### src/rtl/dda_step10_pkg.sv
// Shared definitions for the dda_step10 interpolator.
//   DDA_W   : data-path width (matches the 10-bit divider stage)
//   state_t : FSM state encoding
package dda_step10_pkg;

    localparam int unsigned DDA_W = 10;

    typedef enum logic [1:0] {
        IDLE,
        ISSUE,
        WAIT,
        STEP
    } state_t;

endpackage

### src/rtl/dda_step10_if.sv
// Handshake/bus bundle for dda_step10.
//   start/x0/x1/count                : run request and its operands
//   busy                             : block is not idle
//   div_start/div_dividend/div_divider : request to the external divider
//   div_ready/div_quotient/div_remainder : divider result
//   out_valid/out_ready/out_x/out_last : interpolated value stream
// The "slave" modport is the dda_step10 side; "master" is the side that
// drives requests, provides the divider result and consumes the stream.
interface dda_step10_if;
    import dda_step10_pkg::*;

    logic             start;
    logic [DDA_W-1:0] x0;
    logic [DDA_W-1:0] x1;
    logic [DDA_W-1:0] count;
    logic             busy;
    logic             div_start;
    logic [DDA_W-1:0] div_dividend;
    logic [DDA_W-1:0] div_divider;
    logic             div_ready;
    logic [DDA_W-1:0] div_quotient;
    logic [DDA_W-1:0] div_remainder;
    logic             out_valid;
    logic             out_ready;
    logic [DDA_W-1:0] out_x;
    logic             out_last;

    modport slave (
        input  start, x0, x1, count, div_ready, div_quotient, div_remainder, out_ready,
        output busy, div_start, div_dividend, div_divider, out_valid, out_x, out_last
    );

    modport master (
        output start, x0, x1, count, div_ready, div_quotient, div_remainder, out_ready,
        input  busy, div_start, div_dividend, div_divider, out_valid, out_x, out_last
    );
endinterface

### src/rtl/dda_step10.sv
// dda_step10: DDA line interpolator producing N+1 values from x0 to x1.
// |x1-x0| / N is computed by an external divider reached through the div_*
// signals; each STEP transfer then advances x by q plus a Bresenham-style
// carry from the accumulated remainder, so the final value lands on x1.
// Ports:
//   clk   : clock, rising edge
//   rst_n : asynchronous active-low reset
//   bus   : dda_step10_if.slave (request, divider and output stream signals)
module dda_step10
    import dda_step10_pkg::*;
(
    input  logic         clk,
    input  logic         rst_n,
    dda_step10_if.slave  bus
);

    state_t           state;
    logic             busy_r;
    logic             div_start_r;
    logic [DDA_W-1:0] dividend_r;
    logic [DDA_W-1:0] divider_r;
    logic             out_valid_r;
    logic             out_last_r;
    logic             dir;
    logic [DDA_W-1:0] x0_r;
    logic [DDA_W-1:0] n_r;
    logic [DDA_W-1:0] q_r;
    logic [DDA_W-1:0] r_r;
    logic [DDA_W:0]   err;
    logic [DDA_W-1:0] i;
    logic [DDA_W-1:0] x;

    logic [DDA_W:0]   err_sum;
    logic             bump;
    logic [DDA_W:0]   err_nxt;
    logic [DDA_W-1:0] delta;
    logic [DDA_W-1:0] x_nxt;
    logic [DDA_W-1:0] i_nxt;
    logic             xfer;

    assign bus.busy         = busy_r;
    assign bus.div_start    = div_start_r;
    assign bus.div_dividend = dividend_r;
    assign bus.div_divider  = divider_r;
    assign bus.out_valid    = out_valid_r;
    assign bus.out_last     = out_last_r;
    assign bus.out_x        = x;

    assign xfer = out_valid_r && bus.out_ready;

    // Next step: the remainder carry adds one extra unit whenever err wraps
    // past N. q+bump never exceeds 1023 because r=0 whenever q=1023.
    always_comb begin
        err_sum = err + {1'b0, r_r};
        bump    = (err_sum >= {1'b0, n_r});
        err_nxt = bump ? (err_sum - {1'b0, n_r}) : err_sum;
        delta   = q_r + {{(DDA_W-1){1'b0}}, bump};
        x_nxt   = dir ? (x - delta) : (x + delta);
        i_nxt   = i + {{(DDA_W-1){1'b0}}, 1'b1};
    end

    always_ff @(posedge clk or negedge rst_n) begin
        if (!rst_n) begin
            state       <= IDLE;
            busy_r      <= 1'b0;
            div_start_r <= 1'b0;
            dividend_r  <= '0;
            divider_r   <= '0;
            out_valid_r <= 1'b0;
            out_last_r  <= 1'b0;
            dir         <= 1'b0;
            x0_r        <= '0;
            n_r         <= '0;
            q_r         <= '0;
            r_r         <= '0;
            err         <= '0;
            i           <= '0;
            x           <= '0;
        end else begin
            case (state)
                IDLE: begin
                    if (bus.start) begin
                        busy_r <= 1'b1;
                        x0_r   <= bus.x0;
                        n_r    <= bus.count;
                        dir    <= (bus.x1 < bus.x0);
                        if (bus.count == '0) begin
                            q_r         <= '0;
                            r_r         <= '0;
                            err         <= '0;
                            i           <= '0;
                            x           <= bus.x0;
                            out_valid_r <= 1'b1;
                            out_last_r  <= 1'b1;
                            state       <= STEP;
                        end else begin
                            dividend_r  <= (bus.x1 < bus.x0) ? (bus.x0 - bus.x1)
                                                             : (bus.x1 - bus.x0);
                            divider_r   <= bus.count;
                            div_start_r <= 1'b1;
                            state       <= ISSUE;
                        end
                    end
                end
                ISSUE: begin
                    div_start_r <= 1'b0;
                    state       <= WAIT;
                end
                WAIT: begin
                    if (bus.div_ready) begin
                        q_r         <= bus.div_quotient;
                        r_r         <= bus.div_remainder;
                        err         <= '0;
                        x           <= x0_r;
                        i           <= '0;
                        out_valid_r <= 1'b1;
                        out_last_r  <= 1'b0;
                        state       <= STEP;
                    end
                end
                STEP: begin
                    if (xfer) begin
                        if (out_last_r) begin
                            out_valid_r <= 1'b0;
                            out_last_r  <= 1'b0;
                            busy_r      <= 1'b0;
                            state       <= IDLE;
                        end else begin
                            x          <= x_nxt;
                            err        <= err_nxt;
                            i          <= i_nxt;
                            out_last_r <= (i_nxt == n_r);
                        end
                    end
                end
                default: state <= IDLE;
            endcase
        end
    end

endmodule

### src/flat_wrapper.sv
// flat-port wrapper written by rule: the top's interface ports become plain ports
module dda_step10_flat import dda_step10_pkg::*;
  (clk, rst_n, bus_start, bus_x0, bus_x1, bus_count, bus_div_ready, bus_div_quotient, bus_div_remainder, bus_out_ready, bus_busy, bus_div_start, bus_div_dividend, bus_div_divider, bus_out_valid, bus_out_x, bus_out_last);
  dda_step10_if bus_i ();
  input  logic clk;
  input  logic rst_n;
  input wire logic [$bits(bus_i.start)-1:0] bus_start;
  input wire logic [$bits(bus_i.x0)-1:0] bus_x0;
  input wire logic [$bits(bus_i.x1)-1:0] bus_x1;
  input wire logic [$bits(bus_i.count)-1:0] bus_count;
  input wire logic [$bits(bus_i.div_ready)-1:0] bus_div_ready;
  input wire logic [$bits(bus_i.div_quotient)-1:0] bus_div_quotient;
  input wire logic [$bits(bus_i.div_remainder)-1:0] bus_div_remainder;
  input wire logic [$bits(bus_i.out_ready)-1:0] bus_out_ready;
  output wire logic [$bits(bus_i.busy)-1:0] bus_busy;
  output wire logic [$bits(bus_i.div_start)-1:0] bus_div_start;
  output wire logic [$bits(bus_i.div_dividend)-1:0] bus_div_dividend;
  output wire logic [$bits(bus_i.div_divider)-1:0] bus_div_divider;
  output wire logic [$bits(bus_i.out_valid)-1:0] bus_out_valid;
  output wire logic [$bits(bus_i.out_x)-1:0] bus_out_x;
  output wire logic [$bits(bus_i.out_last)-1:0] bus_out_last;
  assign bus_i.start = bus_start;
  assign bus_i.x0 = bus_x0;
  assign bus_i.x1 = bus_x1;
  assign bus_i.count = bus_count;
  assign bus_i.div_ready = bus_div_ready;
  assign bus_i.div_quotient = bus_div_quotient;
  assign bus_i.div_remainder = bus_div_remainder;
  assign bus_i.out_ready = bus_out_ready;
  assign bus_busy = bus_i.busy;
  assign bus_div_start = bus_i.div_start;
  assign bus_div_dividend = bus_i.div_dividend;
  assign bus_div_divider = bus_i.div_divider;
  assign bus_out_valid = bus_i.out_valid;
  assign bus_out_x = bus_i.out_x;
  assign bus_out_last = bus_i.out_last;
  dda_step10 u_core (.clk(clk), .rst_n(rst_n), .bus(bus_i));
endmodule
### config.mk
export PLATFORM = sky130hd
export DESIGN_NAME = dda_step10_flat
export DESIGN_NICKNAME = d
export VERILOG_FILES = /design/src/rtl/dda_step10_pkg.sv /design/src/rtl/dda_step10_if.sv /design/src/rtl/dda_step10.sv /design/src/flat_wrapper.sv
export SDC_FILE = /design/constraint.sdc
export NUM_CORES = 1
export LEC_CHECK = 0
export CAP_MARGIN = 5
export CORE_UTILIZATION = 50
export CTS_CLUSTER_DIAMETER = 100
export DETAILED_ROUTE_END_ITERATION = 8
export GPL_ROUTABILITY_DRIVEN = 0
export GPL_TIMING_DRIVEN = 0
export MAX_ROUTING_LAYER = met4
export PLACE_DENSITY = 0.84
export SLEW_MARGIN = 20
export SYNTH_ARGS = -nofsm -noshare
export SYNTH_HDL_FRONTEND = slang
export SYNTH_SLANG_ARGS = --single-unit
### constraint.sdc
create_clock -name clk -period 11.3 [get_ports clk]
set_input_delay 2.26 -clock clk [delete_from_list [all_inputs] [get_ports clk]]
set_output_delay 2.26 -clock clk [all_outputs]
set_load 0.05 [all_outputs]
# Word level (Yosys, flattened, before mapping)
# Index checks and enable logic that the tools add are counted.
[word_totals]
rom_bits = 0
register_bits = 98
input_bits = 55
n_memories = 0
wordCells = 99
latch_bits = 0
out_inout_bits = 34
ram_bits = 0
[op_classes]
shift = 0
n_reduce_logical = 16
bitwise_logic = 1
addsub = 8
eq_ne = 11
muxes = 46
n_mul = 0
order_cmp = 2
div = 0
[ops]
columns = ["cell", "n"]
rows = [
  ["10-bit 2-to-1 mux", 14],
  ["11-bit 2-to-1 mux", 6],
  ["10-bit case mux with 3 select lines", 2],
  ["10-bit case mux with 2 select lines", 2],
  ["11-bit case mux with 3 select lines", 1],
  ["10-bit subtractor", 3],
  ["4-bit AND reduction", 3],
  ["6-bit AND reduction", 2],
  ["11-bit by 10-bit adder with 11-bit output", 1],
  ["11-bit by 10-bit greater-or-equal comparator with 1-bit output", 1],
  ["1-bit 2-to-1 mux", 11],
  ["11-bit by 10-bit subtractor with 11-bit output", 1],
  ["10-bit by 1-bit adder with 10-bit output", 1],
  ["10-bit by 1-bit adder with 10-bit output (second input constant)", 1],
  ["10-bit adder", 1],
  ["10-bit equality test", 1],
  ["10-bit logical NOT", 1],
  ["10-bit < comparator", 1],
  ["2-bit 2-to-1 mux", 5],
  ["2-bit inequality test (second input constant)", 4],
  ["2-bit case mux with 4 select lines", 1],
  ["2-bit by 1-bit inequality test with 1-bit output (second input constant)", 3],
  ["1-bit case mux with 3 select lines", 2],
  ["3-bit AND reduction", 2],
  ["10 further kinds", 14],
]

# Longest topological paths before layout
[logic_depth]
depth_word = 8
mapped_depth = 33
ltp_nobuf = 31

# Least setup slack after synthesis
# OpenSTA, ideal clock, no wires.
[synth_timing]
kind = "register to register"
from = "reg u_core.err[1]"
to = "reg u_core.x[9] (netlist: u_core.bus.out_x[9])"
required_time_ps = 11164
setup_ps = 136
stages_incl_launch_ff = 30
setup_slack_ps = 5431
t_arrival_ps = 5734
n_path_buf = 1
synth_period_minus_slack_ps = 5869
path_cell_list = "dfrtp_1 -> ha_1 -> a21o_1 -> a21oi_1 -> nor2b_1 -> o221a_2 -> o41a_1 -> xnor2_1 -> inv_1 -> ha_1 -> nand4_1 -> o31ai_1 -> nor2_1 -> mux2_2 -> o21a_1 -> inv_1 -> ha_1 -> clkbuf_1 -> xnor2_1 -> ha_1 -> a21oi_1 -> ha_1 -> nor2b_1 -> o21ai_0 -> a21boi_0 -> o41ai_1 -> o221ai_1 -> xnor2_1 -> a21oi_1 -> o21ai_0"
[synth_via]
elab_chain_cells = 8
word_cells_on_any_way = 9
cone_classes = "4 x add/sub; 1 x order compare; 4 x mux"
[synth_lines]
columns = ["element", "line_no", "source"]
rows = [
  ["from (decl)", "dda_step10.sv:29", "logic [DDA_W:0] err;"],
  ["from (signal assigned)", "dda_step10.sv:130", "err <= err_nxt;"],
  ["11-bit by 10-bit adder with 11-bit output *", "dda_step10.sv:54", "err_sum = err + {1'b0, r_r};"],
  ["11-bit by 10-bit greater-or-equal comparator with 1-bit output *", "dda_step10.sv:55", "bump = (err_sum >= {1'b0, n_r});"],
  ["10-bit by 1-bit adder with 10-bit output *", "dda_step10.sv:57", "delta = q_r + {{(DDA_W-1){1'b0}}, bump};"],
  ["10-bit adder or 10-bit subtractor (tied branches)", "dda_step10.sv:58", "x_nxt = dir ? (x - delta) : (x + delta);"],
  ["10-bit 2-to-1 mux *", "dda_step10.sv:58", ""],
  ["10-bit 2-to-1 mux *", "dda_step10.sv:123", "if (out_last_r) begin"],
  ["10-bit 2-to-1 mux *", "dda_step10.sv:122", "if (xfer) begin"],
  ["10-bit case mux with 3 select lines *", "dda_step10.sv:80", "case (state)"],
  ["to (signal assigned)", "dda_step10.sv:92", "x <= bus.x0;"],
  ["to (signal assigned)", "dda_step10.sv:114", "x <= x0_r;"],
  ["to (signal assigned)", "dda_step10.sv:129", "x <= x_nxt;"],
  ["to (decl)", "dda_step10.sv:31", "logic [DDA_W-1:0] x;"],
]
# Every way passes the cells marked *; elsewhere a longest branch is shown, timed or not. The select of a mux whose other input is x is not followed.
# A chain may end at the register's enable or synchronous reset.

# Worst setup path in the final report
[layout_timing]
from = "reg u_core.r_r[0]"
to = "reg u_core.x[9] (netlist: u_core.bus.out_x[9])"
[layout_via]
elab_chain_cells = 8
word_cells_on_any_way = 9
cone_classes = "4 x add/sub; 1 x order compare; 4 x mux"
[layout_lines]
columns = ["element", "line_no", "source"]
rows = [
  ["from (decl)", "dda_step10.sv:28", "logic [DDA_W-1:0] r_r;"],
  ["from (signal assigned)", "dda_step10.sv:112", "r_r <= bus.div_remainder;"],
  ["11-bit by 10-bit adder with 11-bit output *", "dda_step10.sv:54", ""],
  ["11-bit by 10-bit greater-or-equal comparator with 1-bit output *", "dda_step10.sv:55", ""],
  ["10-bit by 1-bit adder with 10-bit output *", "dda_step10.sv:57", ""],
  ["10-bit adder or 10-bit subtractor (tied branches)", "dda_step10.sv:58", ""],
  ["10-bit 2-to-1 mux *", "dda_step10.sv:58", ""],
  ["10-bit 2-to-1 mux *", "dda_step10.sv:123", ""],
  ["10-bit 2-to-1 mux *", "dda_step10.sv:122", ""],
  ["10-bit case mux with 3 select lines *", "dda_step10.sv:80", ""],
]
# Marks and branches as above.

==> run_results.csv <==
group,metric,value,unit
die,die_x,118,um
global_route,gr-usage-met1,0.311,
route,drtIter0Drc,313,
synth,ys_seq_elements,98,
synth,synth_top_area_frac,0.362,
synth,synth_area_leader_cell,"dfrtp_1",
route,vias,5892,
sta,rsz0062_at_grt,"no",
global_route,grt_max_degree,68,
global_route,antenna_found_initial,0,
route,route.detailed.drc,0,
clocking,clk_latency,360,ps
layout,nNetsFinal,983,
clocking,cts_buffer_depth,2,
die,ioPinCount,89,
worst_setup_path,slowest_delay,450,ps
synth,synth.most_common_cell,"nand2_1",
clocking,ctsHtreeMaxLevel,3,
worst_setup_path,slowest_stage,"fa_1",
pwr,vdd_drop_max,0.000230,V
pwr,total_power,2590,uW
sta,period_minus_slack,6840,ps
sta,worst_slew_pin_slew,974,ps
clocking,cts_resized,0,
synth,synthTopCellsByCount,"nand2_1, dfrtp_1, o21ai_0, ha_1, inv_1",
job,drv_cap,0,
worst_hold_path,min_path_type,"flop to flop",
sta,report.final.slew_viol_count,0,
synth,ys_seq_area_frac,0.362,
worst_setup_path,cp_common_cell,"ha_1",
global_route,grt_overflow,0,
sta,finalClockSkew,8.10,ps
route,wl,16300,um
layout,multi_input_area,3980,um^2
global_route,use_met2,0.407,
clocking,cts_setup_buffers,0,
clocking,cts_buffers,9,
global_route,grt.total_usage,0.247,
layout,final-seq-area,2450,um^2
route,post_drt_via_cell_ratio,5.63,
worst_setup_path,cp.arrival,7060,ps
synth,synthesis.nets,883,
synth,synthArstFlopShare,1.00,
sta,fin_crit_sh,0.605,
worst_setup_path,critPathMaxFanout,8,
worst_setup_path,crit_type,"flop to flop",
clocking,clock-root-buffer,"clkbuf_16",
die,die_y,118,um
layout,drive_above_1_share,0.0390,
pwr,leakage,0.00380,uW
synth,synth-edff-count,0,
layout,diodes,0,
worst_setup_path,timing.critical_path.to_type,"flop",
clocking,path_clk_slew,70,ps
layout,num-fill-cells,1175,
clocking,cts_tree,"yes",
place,port_buffers,88,
global_route,grt_busiest_layer,"met2",
sta,finalSetupTns,0,ps
die,core_area,13200,um^2
die,die-area,14000,um^2
clocking,cts_hold_buf,0,
route,ant_nets,0,
pwr,power_density,314,nW/um^2
place,dp_hpwl,12400,um
synth,syn_inst,766,
sta,setup_viol,0,
die,start_util,0.511,
global_route,grt_first_pass_wirelength,27000,um
route,wl_per_cell,15.5,um
global_route,first_global_vias,5727,
global_route,met3_usage,0.0376,
clocking,cts_sinks,98,
synth,yosysWarnings,0,
synth,syn-cell-area,6770,um^2
worst_setup_path,critPathRequiredTime,11520,ps
synth,synth_area_leaders,"dfrtp_1, ha_1, xnor2_1",
synth,avgSynthCellArea,8.83,um^2
worst_setup_path,critPathLaunchType,"flop",
sta,hold_viol_final,0,
outcome,status,"complete, no violations",
synth,synth_cell_types,61,
worst_setup_path,rrSetupSlack,4460,ps
sta,max-slew-margin-rel,0.346,
route,dr.pass1.iters,5,
synth,synth-main-ff-cell,"dfrtp_1",
sta,fmax,146,MHz
layout,syn_to_final_growth,21.8,%
die,rows,42,
sequential cells by signal, summed over array words and instances (netlist names):
register,cells
u_core.n_r,10
u_core.q_r,10
u_core.x0_r,10
u_core.bus.out_last,1
u_core.i,10
u_core.bus.out_valid,1
u_core.bus.div_dividend,10
u_core.dir,1
u_core.r_r,10
u_core.bus.div_divider,10
u_core.state,2
u_core.err,11
u_core.bus.busy,1
u_core.bus.div_start,1
u_core.bus.out_x,10
worst max-delay path: cells and delay by family (launching register included):
family,cells,cell delay [ps]
XOR/XNOR,3,420
AND/OR/NAND/NOR,6,1250
adder cells (fa/ha/maj),5,1370
AO/OA/AOI/OAI,11,2660
buffers and inverters,4,620
flip-flops,1,380
worst paths after layout:
kind                                           startpoint                   endpoint  cells past startpoint
max in group asynchronous                           rst_n              u_core.q_r[1]                      2
worst min register to register  u_core.bus.div_divider[2]  u_core.bus.div_divider[2]                      2
min in group asynchronous                           rst_n  u_core.bus.div_divider[0]                      1
worst min-delay path            u_core.bus.div_divider[2]  u_core.bus.div_divider[2]                      2
worst max-delay path                        u_core.r_r[0]        u_core.bus.out_x[9]                     29
worst max register to register              u_core.r_r[0]        u_core.bus.out_x[9]                     29
power breakdown:
part	switching (uW)	leakage (uW)	total [uW]	internal, uW
clock	140	0.000169	356	216
combinational	993	0.00237	1660	669
sequential	90.6	0.00126	569	479
total	1220	0.00380	2590	1360
layout make-up:
class / instances / area share
Timing Repair Buffer: 89 / 0.110
Clock buffer: 9 / 0.0273
Inverter: 54 / 0.0246
Sequential cell: 98 / 0.298
Buffer: 33 / 0.0155
Tap cell: 176 / 0.0267
Multi-Input combinational cell: 581 / 0.483
Clock inverter: 7 / 0.0143
cell usage in the layout, fill, tap and decap left out, types with 3 or more instances in the layout:
master and instances:
clkbuf_16 9, or3_1 5, xnor2_1 47, a21oi_1 31, o21ai_0 75, inv_1 54, mux2_2 6, a22oi_1 7
clkbuf_1 30, nor2_1 50, o31ai_1 3, a211o_1 5, nor4_1 3, nor2b_1 9, nor3_1 6, nand3_1 14
o221ai_1 7, nand2b_1 7, a211oi_1 6, o21a_1 11, xor2_1 16, clkdlybuf4s50_1 87, nand2_1 102, a21o_1 11
a22o_1 25, dfrtp_1 98, nand4_1 6, fa_1 5, a31oi_1 6, and2_1 4, and3_1 11, o211ai_1 3
ha_1 57, mux2i_1 7, bufinv_16 3
cell families after synthesis:
kind of cell             share of synthesized area
adder cells (fa/ha/maj)                      0.120
multiplexers                                0.0203
AND/OR/NAND/NOR                              0.155
flip-flops                                   0.362
XOR/XNOR                                    0.0816
AO/OA/AOI/OAI                                0.211
buffers and inverters                       0.0488
stage by stage:
| step | instances | hold slack [ps] | setup slack [ps] | cell area, um^2 | util |
|---|---|---|---|---|---|
| 3_3_place_gp | 1030 | 460 | 4310 | 7870 | 0.594 |
| 3_5_place_dp | 1031 | 462 | 4560 | 7900 | 0.596 |
| 5_1_grt | 1047 | 487 | 3930 | 8240 | 0.622 |
| 6_report | 1047 | 472 | 4460 | 8240 | 0.622 |
| 2_1_floorplan | 766 | 450 | 5430 | 6770 | - |
| 4_1_cts | 1047 | 479 | 4480 | 8240 | 0.622 |
metal layers:
| layer | vias up | share of wire |
|---|---|---|
| li1 | 2900 | - |
| met1 | 2803 | 0.45 |
| met2 | 159 | 0.48 |
| met3 | 30 | 0.044 |
| met4 | 0 | 0.022 |
| met5 | - | 0 |
Note: power is estimated with default switching activity, not from simulation.
